`src/rtl/xs3_bcd_serial_converter.sv`:
```
// xs3_bcd_serial_converter
// Converts a packed word of DIGITS 4-bit codes one digit per clock, LSD first.
// Mode 0 converts Excess-3 to BCD. Mode 1 converts BCD to Excess-3.
// An illegal source digit produces 1111 and sets its err_mask bit.
// Starts use a start/busy/done handshake. A new start is also accepted in the DONE cycle.
module xs3_bcd_serial_converter #(
    parameter int DIGITS = 4
) (
    input  logic                clk,
    input  logic                rst,
    input  logic                start,
    input  logic                mode,
    input  logic [4*DIGITS-1:0] din,
    output logic [4*DIGITS-1:0] dout,
    output logic [DIGITS-1:0]   err_mask,
    output logic                err,
    output logic                busy,
    output logic                done
);

    localparam int CNT_W = (DIGITS > 1) ? $clog2(DIGITS) : 1;
    localparam logic [CNT_W-1:0] LAST = CNT_W'(DIGITS - 1);

    typedef enum logic [1:0] {
        IDLE,
        CONV,
        DONE
    } state_t;

    state_t              state;
    logic [4*DIGITS-1:0] src;
    logic                mode_r;
    logic [CNT_W-1:0]    cnt;

    logic [3:0]          cur_digit;
    logic [3:0]          conv_val;
    logic                conv_bad;
    logic [4*DIGITS-1:0] dout_next;
    logic [DIGITS-1:0]   mask_next;
    logic                accept;

    // Returns {illegal, converted}. An illegal code yields 1111.
    function automatic logic [4:0] convert_digit(input logic m, input logic [3:0] d);
        logic [4:0] r;
        if (!m) begin
            if (d >= 4'd3 && d <= 4'd12)
                r = {1'b0, d - 4'd3};
            else
                r = 5'b1_1111;
        end else begin
            if (d <= 4'd9)
                r = {1'b0, d + 4'd3};
            else
                r = 5'b1_1111;
        end
        return r;
    endfunction

    // Select the current digit, convert it, and merge it into the next dout and err_mask.
    always_comb begin
        cur_digit = 4'd0;
        for (int i = 0; i < DIGITS; i++) begin
            if (cnt == CNT_W'(i))
                cur_digit = src[4*i +: 4];
        end
        {conv_bad, conv_val} = convert_digit(mode_r, cur_digit);
        dout_next = dout;
        mask_next = err_mask;
        for (int i = 0; i < DIGITS; i++) begin
            if (cnt == CNT_W'(i)) begin
                dout_next[4*i +: 4] = conv_val;
                mask_next[i]        = conv_bad;
            end
        end
        accept = start && (state == IDLE || state == DONE);
    end

    // Sequencer: latch the request, walk the digits, and produce a one-cycle done pulse.
    always_ff @(posedge clk or posedge rst) begin
        if (rst) begin
            state    <= IDLE;
            src      <= '0;
            mode_r   <= 1'b0;
            cnt      <= '0;
            dout     <= '0;
            err_mask <= '0;
            err      <= 1'b0;
            busy     <= 1'b0;
            done     <= 1'b0;
        end else if (accept) begin
            state    <= CONV;
            src      <= din;
            mode_r   <= mode;
            cnt      <= '0;
            dout     <= '0;
            err_mask <= '0;
            err      <= 1'b0;
            busy     <= 1'b1;
            done     <= 1'b0;
        end else begin
            case (state)
                CONV: begin
                    dout     <= dout_next;
                    err_mask <= mask_next;
                    if (cnt == LAST) begin
                        state <= DONE;
                        cnt   <= '0;
                        err   <= |mask_next;
                        busy  <= 1'b0;
                        done  <= 1'b1;
                    end else begin
                        cnt <= cnt + 1'b1;
                    end
                end
                DONE: begin
                    state <= IDLE;
                    done  <= 1'b0;
                end
                default: begin
                    state <= IDLE;
                end
            endcase
        end
    end

endmodule

```
`config.mk`:
```
export PLATFORM = sky130hd
export DESIGN_NAME = xs3_bcd_serial_converter
export DESIGN_NICKNAME = d
export VERILOG_FILES = /design/src/rtl/xs3_bcd_serial_converter.sv
export SDC_FILE = /design/constraint.sdc
export NUM_CORES = 1
export LEC_CHECK = 0
export CAP_MARGIN = 25
export CORE_MARGIN = 2
export CORE_UTILIZATION = 46
export DETAILED_ROUTE_END_ITERATION = 6
export PLACE_DENSITY = 0.73
export SLEW_MARGIN = 20
export SYNTH_ARGS = -nofsm -noshare
export SYNTH_HDL_FRONTEND = slang
export SYNTH_SLANG_ARGS = --single-unit
export TNS_END_PERCENT = 5
```
`constraint.sdc`:
```
create_clock -name clk -period 2.55 [get_ports clk]
set_clock_uncertainty 0.05 [all_clocks]
set_input_delay 0.3825 -clock clk [delete_from_list [all_inputs] [get_ports clk]]
set_output_delay 0.3825 -clock clk [all_outputs]
set_load 0.005 [all_outputs]
```
==> results.md <==
- Crit-path cells: inv_2, ha_2, a211oi_1, a211o_1, buf_4, ha_1, xnor2_1, nor3_4, o41ai_1
- PwrDens: 1460 nW/um^2
- Hold_ws: 0.430 ns
- Via density: 5.46
- Initial Util: 47.3%
- Fin crit share: 95.6%
- First-pass GRT wire length: 8290 um
- Number of antenna diodes: 0
- Sink Count: 44
- Minimum clock period: 2.44 ns
- Leak Pwr: 1.31 nW
- Nets: 311
- Register-to-Register Path Depth: 9
- Synth Cell Area: 2220 um^2
- Worst vdd ir: 696 uV
- Worst Path Arrival: 2.57 ns
- Detailed Routing Iterations Pass 1: 4
- RSZ-0062 raised after global routing: no
- Synth warn: 0
- Total CTS buffers: 5
- WP depth: 9
- Biggest cell delay along the critical path: 0.46 ns
- Pin count of the biggest net entering global routing: 45
- Routability Congestion: 0.813
- Startpoint Class: register
- Most common cell after layout, fill and taps aside: nand2_1
- CP Data Required Time: 2.68 ns
- CTS Buffer Depth: 2
- Setup TNS: 0 ns
- Mean Syn Cell Area: 9.53 um^2
- Synthesized flop and latch total: 44
- Fmax: 0.410 GHz
- Hold Crit Depth: 2
- Total Wirelength: 4910 um
- Die W: 73.5 um
- Post-synth top area share: 49.6%
- Area of the multi-input gates: 1130 um^2
- Slowest-stage cell, CP: dfrtp_2
- Root Driver: clkbuf_8
- Slew HR: 53.6%
- Max-slew violation count: 0
- Final setup violation count: 0
- Critical path type: register to register
- Largest area contributor in the netlist: dfrtp_1
- Worst-skew pair later-pin latency: 0.30 ns
- Final hold vios: 0
- Most frequent cells in the layout: nand2_1, dfrtp_1, clkdlybuf4s50_1, nand3_1, buf_4
- Final antenna-violating net count: 0
- FILL cells: 407
- Status: completed
- Gr usage total: 20.0%
- FF+latch area: 1100 um^2
- Die area: 5400 um^2
- Number of global-route vias before repair: 1,800
- CTS tree: done
- Slew at the pin closest to its max-slew limit: 0.688 ns
- Synth area leaders: dfrtp_1, nand2_1, ha_1
- Hold_buf cts: 0
- Resized Gates After CTS: 0
- I/O Pins: 43
- Cell variety after synth: 37
- Clock transition at the registers of the reported paths: 0.08 ns
- GRT overflow: 0
- Post-synth net total: 261
- Initial antenna violation count: 0
- Max cap viols: 0
- Row Count: 25
- Post-synthesis sequential area ratio: 49.6%
- Routed len/inst: 14.5 um
- Critical Path Sink Type: register
- DR vias: 1,846
- Hold crit path type: register to register
- Setup bufs post-CTS: 0
- Crit path max fanout: 6
- Proportion of layout cells with a drive suffix above 1: 16.9%
- Area of the core: 4690 um^2
- # DRC: 0
- DIE HEIGHT: 73.5 um
- Buffers & Inverters on Critical Path: 2
- DPL Wire Length: 3510 um
- Gate count of the mapped netlist: 233
- Syn-to-layout area delta: 33.0%
- Port Buf Inserts: 42
- Kind of cell adding the most delay to the critical path: compound AO/OA/AOI/OAI gates
- H-tree depth: 2
- DRT iter0 DRCs: 90
==> cell families after synthesis <==
kind of cell               count (synthesis)  share of synthesized area [%]
and+or+nand+nor                          102                           21.6
adders and majority gates                  8                           4.51
xor gates and xnor gates                   1                          0.394
buffers and inverters                     23                           4.68
AOI/OAI and AO/OA                         55                           19.3
DFF                                       44                           49.6
==> metal layers <==
metal	global-route usage (%)	share of wire (%)	vias up	wire length, um
li1	-	-	910	-
met1	25.6	45	863	2230
met2	32.8	48	61	2350
met3	4.66	4.3	12	210
met4	7.47	2.5	0	121
met5	0	0	-	0
==> power by group <==
| group | total [mW] | internal, mW | switching [mW] | leakage (nW) |
|---|---|---|---|---|
| logic | 2.65 | 1.19 | 1.45 | 0.714 |
| clock network | 0.445 | 0.221 | 0.224 | 0.0455 |
| registers | 1.21 | 1.00 | 0.206 | 0.554 |
| total | 4.30 | 2.42 | 1.89 | 1.31 |
==> worst paths after layout <==
| kind | to | from | slack [ns] |
|---|---|---|---|
| max in group asynchronous | cnt[0] | rst | 1.58 |
| min reg2reg | src[15] | src[15] | 0.43 |
| min | src[15] | src[15] | 0.43 |
| max reg2reg | dout[6] | cnt[0] | 0.11 |
| min in group asynchronous | done | rst | 0.47 |
| max | dout[6] | cnt[0] | 0.11 |
==> flip-flops by register name, indices dropped and copies added, names as in the netlist <==
register and count:
busy 1, cnt 2, done 1, dout 16
err 1, err_mask 4, mode_r 1, src 16
state 2
==> cell usage after synthesis <==
master / number
a211o_1: 4
a211oi_1: 3
a211oi_2: 2
a211oi_4: 2
a21oi_1: 6
a21oi_2: 1
a222oi_1: 1
a311oi_1: 3
a31oi_1: 1
and2b_1: 1
buf_2: 2
buf_6: 2
clkbuf_1: 8
dfrtp_1: 44
ha_1: 8
inv_1: 11
nand2_1: 62
nand2b_1: 3
nand3_1: 13
nand3b_1: 4
nor2_1: 3
nor2b_1: 6
nor3_1: 2
nor3b_1: 4
nor3b_2: 1
nor4_1: 1
o2111ai_1: 1
o211ai_1: 1
o21a_2: 1
o21ai_0: 11
o21ai_1: 2
o311ai_2: 1
o31ai_1: 11
o41ai_1: 4
or3_1: 1
or4_4: 1
xnor2_1: 1
==> final cells by class <==
class / instances / area share (%)
clock buffers: 8 / 3.05
inverters: 11 / 1.40
repair buffers: 55 / 17.5
multi-input cells: 166 / 38.4
well taps: 54 / 2.29
flip-flops and latches: 44 / 37.3
==> stage by stage <==
stage	area, um^2	setup WS (ns)	cells	total power, mW	util (%)
floorplan	2220	0.0389	233	2.72	-
global placement	2740	0.0599	330	3.50	58.5
detailed placement	2740	0.0216	330	3.55	58.5
CTS	2830	0.00556	338	4.01	60.4
global route	2950	0.000808	338	4.64	63.0
finish	2950	0.112	338	4.30	63.0
==> worst reg2reg max path: cells and delay by family, from the launching register on <==
kind / cells / cell delay (ns)
AOI/OAI and AO/OA: 3 / 0.75
DFF: 1 / 0.46
adders and majority gates: 2 / 0.44
xor gates and xnor gates: 1 / 0.28
buffers and inverters: 2 / 0.26
and+or+nand+nor: 1 / 0.09
Note: power is estimated with default switching activity, not from simulation.
